### src/rtl/result_fifo_arbiter.sv
// result_fifo_arbiter
//   Drains the per-stage result FIFOs into one host transmit stream. The
//   non-empty, host-enabled FIFOs are granted in round-robin order. Each
//   grant sends one framed burst:
//     - a header word {sel[7:0], 8'h00, count[15:0]};
//     - then 'count' data words popped from the granted FIFO, where
//       count = min(usedw, MAX_BURST).
//   tx_last marks the final data word of the frame.
//
// Ports
//   clk, reset     : clock, synchronous active-high reset
//   fifo_empty     : per-FIFO empty flag (show-ahead FIFOs)
//   fifo_usedw     : per-FIFO fill level, USEDW_WIDTH bits each
//   fifo_q         : per-FIFO head word, WIDTH bits each
//   fifo_rdreq     : per-FIFO pop strobe (one-hot or zero)
//   sel_mask       : host enable per FIFO, only looked at while idle
//   tx_valid/tx_data/tx_last/tx_ready : host transmit stream
//   grant_sel      : index of the FIFO currently granted
//   busy           : a frame (header or data) is in progress
module result_fifo_arbiter #(
    parameter int TOTAL_FIFOS = 8,
    parameter int WIDTH       = 32,
    parameter int USEDW_WIDTH = 10,
    parameter int MAX_BURST   = 16
) (
    input  logic                              clk,
    input  logic                              reset,
    input  logic [TOTAL_FIFOS-1:0]            fifo_empty,
    input  logic [TOTAL_FIFOS*USEDW_WIDTH-1:0] fifo_usedw,
    input  logic [TOTAL_FIFOS*WIDTH-1:0]      fifo_q,
    output logic [TOTAL_FIFOS-1:0]            fifo_rdreq,
    input  logic [TOTAL_FIFOS-1:0]            sel_mask,
    output logic                              tx_valid,
    output logic [WIDTH-1:0]                  tx_data,
    output logic                              tx_last,
    input  logic                              tx_ready,
    output logic [$clog2(TOTAL_FIFOS)-1:0]    grant_sel,
    output logic                              busy
);

    localparam int          SEL_W       = $clog2(TOTAL_FIFOS);
    localparam logic [15:0] MAX_BURST_W = 16'(MAX_BURST);

    typedef enum logic [1:0] {
        IDLE,
        HEADER,
        BURST
    } state_t;

    state_t           state;
    state_t           state_next;
    logic [SEL_W-1:0] last_grant;
    logic [15:0]      count;
    logic [15:0]      remaining;

    logic [TOTAL_FIFOS-1:0] eligible;
    logic                   found;
    logic [SEL_W-1:0]       pick;
    logic [SEL_W-1:0]       cand;
    logic [15:0]            pick_used;
    logic [15:0]            pick_count;

    always_comb begin
        eligible = sel_mask & ~fifo_empty;
        for (int unsigned i = 0; i < TOTAL_FIFOS; i++) begin
            if (fifo_usedw[i*USEDW_WIDTH +: USEDW_WIDTH] == '0) begin
                eligible[i] = 1'b0;
            end
        end
    end

    // Cyclic search starting just after the last grant, so the FIFO served
    // most recently is the last one considered.
    always_comb begin
        found = 1'b0;
        pick  = '0;
        cand  = '0;
        for (int unsigned k = 1; k <= TOTAL_FIFOS; k++) begin
            cand = SEL_W'((32'(last_grant) + k) % TOTAL_FIFOS);
            if (!found && eligible[cand]) begin
                found = 1'b1;
                pick  = cand;
            end
        end
    end

    always_comb begin
        pick_used  = 16'(fifo_usedw[pick*USEDW_WIDTH +: USEDW_WIDTH]);
        pick_count = (pick_used < MAX_BURST_W) ? pick_used : MAX_BURST_W;
    end

    always_ff @(posedge clk) begin
        if (reset) begin
            state      <= IDLE;
            last_grant <= SEL_W'(TOTAL_FIFOS - 1);
            grant_sel  <= '0;
            count      <= '0;
            remaining  <= '0;
        end else begin
            state <= state_next;
            case (state)
                IDLE: begin
                    if (found) begin
                        grant_sel  <= pick;
                        last_grant <= pick;
                        count      <= pick_count;
                    end
                end
                HEADER: begin
                    if (tx_ready) begin
                        remaining <= count;
                    end
                end
                BURST: begin
                    if (tx_ready) begin
                        remaining <= remaining - 16'd1;
                    end
                end
                default: ;
            endcase
        end
    end

    // The pop strobe is tied combinationally to the accept, so a stalled
    // word stays at the FIFO head and is presented again.
    always_comb begin
        state_next = state;
        tx_valid   = 1'b0;
        tx_data    = '0;
        tx_last    = 1'b0;
        fifo_rdreq = '0;
        busy       = 1'b0;
        case (state)
            IDLE: begin
                if (found) begin
                    state_next = HEADER;
                end
            end
            HEADER: begin
                tx_valid = 1'b1;
                busy     = 1'b1;
                tx_data  = WIDTH'({8'(grant_sel), 8'h00, count});
                if (tx_ready) begin
                    state_next = BURST;
                end
            end
            BURST: begin
                tx_valid = 1'b1;
                busy     = 1'b1;
                tx_data  = fifo_q[grant_sel*WIDTH +: WIDTH];
                tx_last  = (remaining == 16'd1);
                if (tx_ready) begin
                    fifo_rdreq[grant_sel] = 1'b1;
                    if (remaining == 16'd1) begin
                        state_next = IDLE;
                    end
                end
            end
            default: state_next = IDLE;
        endcase
    end

endmodule

### config.mk
export PLATFORM = sky130hd
export DESIGN_NAME = result_fifo_arbiter
export DESIGN_NICKNAME = d
export VERILOG_FILES = /design/src/rtl/result_fifo_arbiter.sv
export SDC_FILE = /design/constraint.sdc
export NUM_CORES = 1
export LEC_CHECK = 0
export ABC_CLOCK_PERIOD_IN_PS = 10300
export CORE_AREA = 2 2 154 156
export DETAILED_ROUTE_END_ITERATION = 10
export DIE_AREA = 0 0 156 158
export HOLD_SLACK_MARGIN = 0.08
export PLACE_DENSITY = 0.6
export SYNTH_ARGS = -nofsm -noshare
export SYNTH_HDL_FRONTEND = slang
export SYNTH_SLANG_ARGS = --single-unit
export TNS_END_PERCENT = 50
### constraint.sdc
create_clock -name clk -period 10.3 [get_ports clk]
set_clock_uncertainty 0.2 [all_clocks]
set_input_delay 1.03 -clock clk [delete_from_list [all_inputs] [get_ports clk]]
set_output_delay 1.03 -clock clk [all_outputs]
set_load 0.1 [all_outputs]
==> results.py <==
metrics = {
    "pwr": {
        "power_switching_mw": 1.14,
        "p_comb_share_pct": 81.9,
        "ir_drop_mv": 0.110,
        "p_leak_nw": 3.45,
        "p_int_mw": 1.01,
        "seq_power_share_pct": 11.2,
        "power_density_nw_per_um2": 217,
        "swShare_pct": 52.8,
        "clkPwrFrac_pct": 7.0,
    },
    "global_route": {
        "globalRouteMet2Util_pct": 34.9,
        "grt_overflow": 0,
        "busiest_layer": "met2",
        "grt_antenna_before_repair": 5,
        "grt_max_degree": 60,
        "first_global_vias": 6855,
        "grt_pass1_wl_um": 40200,
        "gr-usage-all-layers_pct": 21.2,
        "met1_usage_pct": 28.7,
        "grt_use_met3_pct": 5.56,
    },
    "cells_and_area": {
        "final_cell_mix": "clkdlybuf4s50_1, nor2_1, mux2i_1",
        "instances_no_fill": 1311,
        "area_delta_synth_final_pct": 79.9,
        "drive_above_1_share_pct": 10.7,
        "nets": 1381,
        "area.sequential_sq_um": 687,
        "mostFrequentLayoutCell": "clkdlybuf4s50_1",
        "final_core_util_pct": 42.9,
        "n_fill_cell": 2284,
        "multi_input_area_sq_um": 4590,
    },
    "clock_network": {
        "cts.path.max_buffers": 2,
        "ctsHtreeMaxLevel": 2,
        "clock_latency_ns": 0.27,
        "post-cts-setup-buffers": 0,
        "cts_hold_buf": 0,
        "path_clk_slew_ns": 0.05,
        "cts_tree": "done",
        "clock-sinks": 34,
        "cts_buffers": 5,
        "root_buffer": "clkbuf_16",
        "cts_resized": 0,
    },
    "sta": {
        "setup_violations": 0,
        "relSlewSlack_pct": 28.9,
        "layout_min_cycle_time_ns": 5.77,
        "setup_tns_ns": 0,
        "fmax_mhz": 173,
        "rsz0062_at_grt": "false",
        "hold_viol_final": 0,
        "tightest_slew_ns": 1.06,
        "slew_violations": 0,
        "post-route-period-util_pct": 56.0,
    },
    "synthesis": {
        "synth_top_flop_cell": "dfxtp_1",
        "synth_edf_count": 0,
        "avgSynthCellArea_sq_um": 8.47,
        "syn-num-nets": 1012,
        "ys_warn_count": 0,
        "yosys-top-cells-area": "mux4_2, dfxtp_1, mux2i_1",
        "post_synth_num_cell_types": 65,
        "synth_cells": 650,
        "synth-seq-area-share_pct": 12.4,
        "syn-cell-area_sq_um": 5500,
        "async_reset_ff_share_pct": 0,
        "synth_top_area_share_pct": 21.7,
        "synth_top_cell_by_area": "mux4_2",
        "ys_ff_latch": 34,
    },
    "die": {
        "die_area_sq_um": 24600,
        "die-height_um": 158,
        "rows": 56,
        "num_io_pins": 401,
        "start_util_pct": 23.9,
        "core_area_sq_um": 23100,
        "fp.dieW_um": 156,
    },
    "job": {
        "maxCapViolations": 0,
    },
    "setup_path": {
        "cp_num_buf_inv": 2,
        "cpPeakStageDelay_ns": 0.75,
        "worstPathMaxFanout": 20,
        "cpMostUsedCell": "a22oi_1",
        "worstPathArrival_ns": 5.75,
        "required_ns": 10.28,
        "cp_top_family": "compound AO/OA/AOI/OAI gates",
        "start_kind": "flop",
        "cpMaxStageDelayCell": "ha_1",
        "crit_type": "flop to flop",
        "end_kind": "flop",
        "cp_cell_sequence": "inv_1 > ha_1 > clkinv_1 > mux4_1 > a22oi_1 > a22oi_1 > o31ai_2 > and2_1 > a31oi_1 > a211oi_2 > o21ai_2 > o41ai_2",
    },
    "hold_path": {
        "hp-class": "flop to flop",
    },
    "drt": {
        "ant_nets": 0,
        "drt-pass1-iter-count": 5,
        "routedWlPerCell_um": 20.9,
        "viasPerCell": 5.25,
        "drt-total-wl_um": 27300,
        "route.detailed.drc": 0,
        "via_count": 6883,
        "drt_iter0_markers": 512,
    },
    "place": {
        "place_congestion": 0.918,
        "dp.cells": 1302,
        "port_buffers": 400,
        "dp_hpwl_um": 23200,
    },
    "run_status": {
        "outcome": "complete, no violations",
    },
}
-- sequential cells by signal, indices dropped and copies added (netlist names) --
register and cells:
count 10, remaining 16, grant_sel 3, state 2, last_grant 3
-- layout make-up --
cell class / instances / share of cell area (%)
multi-input cells: 555 / 46.3
repair buffers: 406 / 40.9
flip-flops and latches: 34 / 6.94
well taps: 290 / 3.66
clock buffers: 7 / 1.44
inverters: 17 / 0.645
clock inverters: 1 / 0.0505
diodes: 1 / 0.0253
-- worst min-delay path: cells and delay by family, from the launching register on --
kind / cells / cell delay [ns]
AND/OR/NAND/NOR: 1 / 0.05
buffers and inverters: 1 / 0.07
flip-flops: 1 / 0.31
-- power groups by stage --
stage | sequential (mW) | combinational, mW | clock [mW]
floorplan | 0.217 | 1.32 | 0
global placement | 0.244 | 1.74 | 0
detailed placement | 0.243 | 1.75 | 0
CTS | 0.241 | 1.76 | 0.152
global route | 0.251 | 1.91 | 0.159
finish | 0.240 | 1.76 | 0.150
-- metrics by stage --
stage	hold slack [ns]	power (mW)	area (sq um)	setup slack, ns
6_report	0.272	2.15	9900	4.53
3_3_place_gp	0.264	1.98	9750	4.51
3_5_place_dp	0.269	1.99	9750	4.43
4_1_cts	0.279	2.15	9900	4.56
5_1_grt	0.310	2.32	9900	4.14
2_1_floorplan	0.239	1.53	5500	4.73
-- worst paths after layout --
path                               startpoint       end  slack [ns]  cells past startpoint
worst max-delay path            last_grant[1]  count[2]        4.53                     12
worst min-delay path                 count[7]  count[7]        0.27                      2
worst max register to register  last_grant[1]  count[2]        4.53                     12
worst min register to register       count[7]  count[7]        0.27                      2
-- Yosys cell counts, types with 3 or more instances --
cell	instances
inv_1	15
a22oi_1	28
clkbuf_1	27
a21oi_1	20
nor3_1	11
o21ai_0	26
nand2b_1	13
buf_1	14
or3_1	6
nor2b_1	6
nand2_1	53
nand3_1	14
a31oi_1	10
a22o_1	4
xnor2_1	5
a21o_1	3
and2_1	8
xor2_1	7
mux4_1	4
mux2_2	21
a211oi_1	12
o22ai_1	13
nor4_1	16
o21bai_1	3
mux4_2	53
nor2_1	103
a221oi_1	11
ha_1	7
dfxtp_1	34
mux2i_1	55
-- cells by family after synthesis --
| group | Yosys count | synth area share (%) |
|---|---|---|
| muxes | 134 | 38.1 |
| xor gates and xnor gates | 12 | 1.91 |
| DFF | 34 | 12.4 |
| and+or+nand+nor | 246 | 20.8 |
| adders and majority gates | 7 | 1.59 |
| buffers and inverters | 61 | 4.27 |
| AOI/OAI and AO/OA | 156 | 21.0 |
-- metal layers --
metal,part of all wire [%],up-vias
met4,1.4,8
met5,0.19,-
li1,-,3276
met3,6.9,44
met1,43,3299
met2,48,256
No activity file was read; power rests on OpenSTA's default activity.
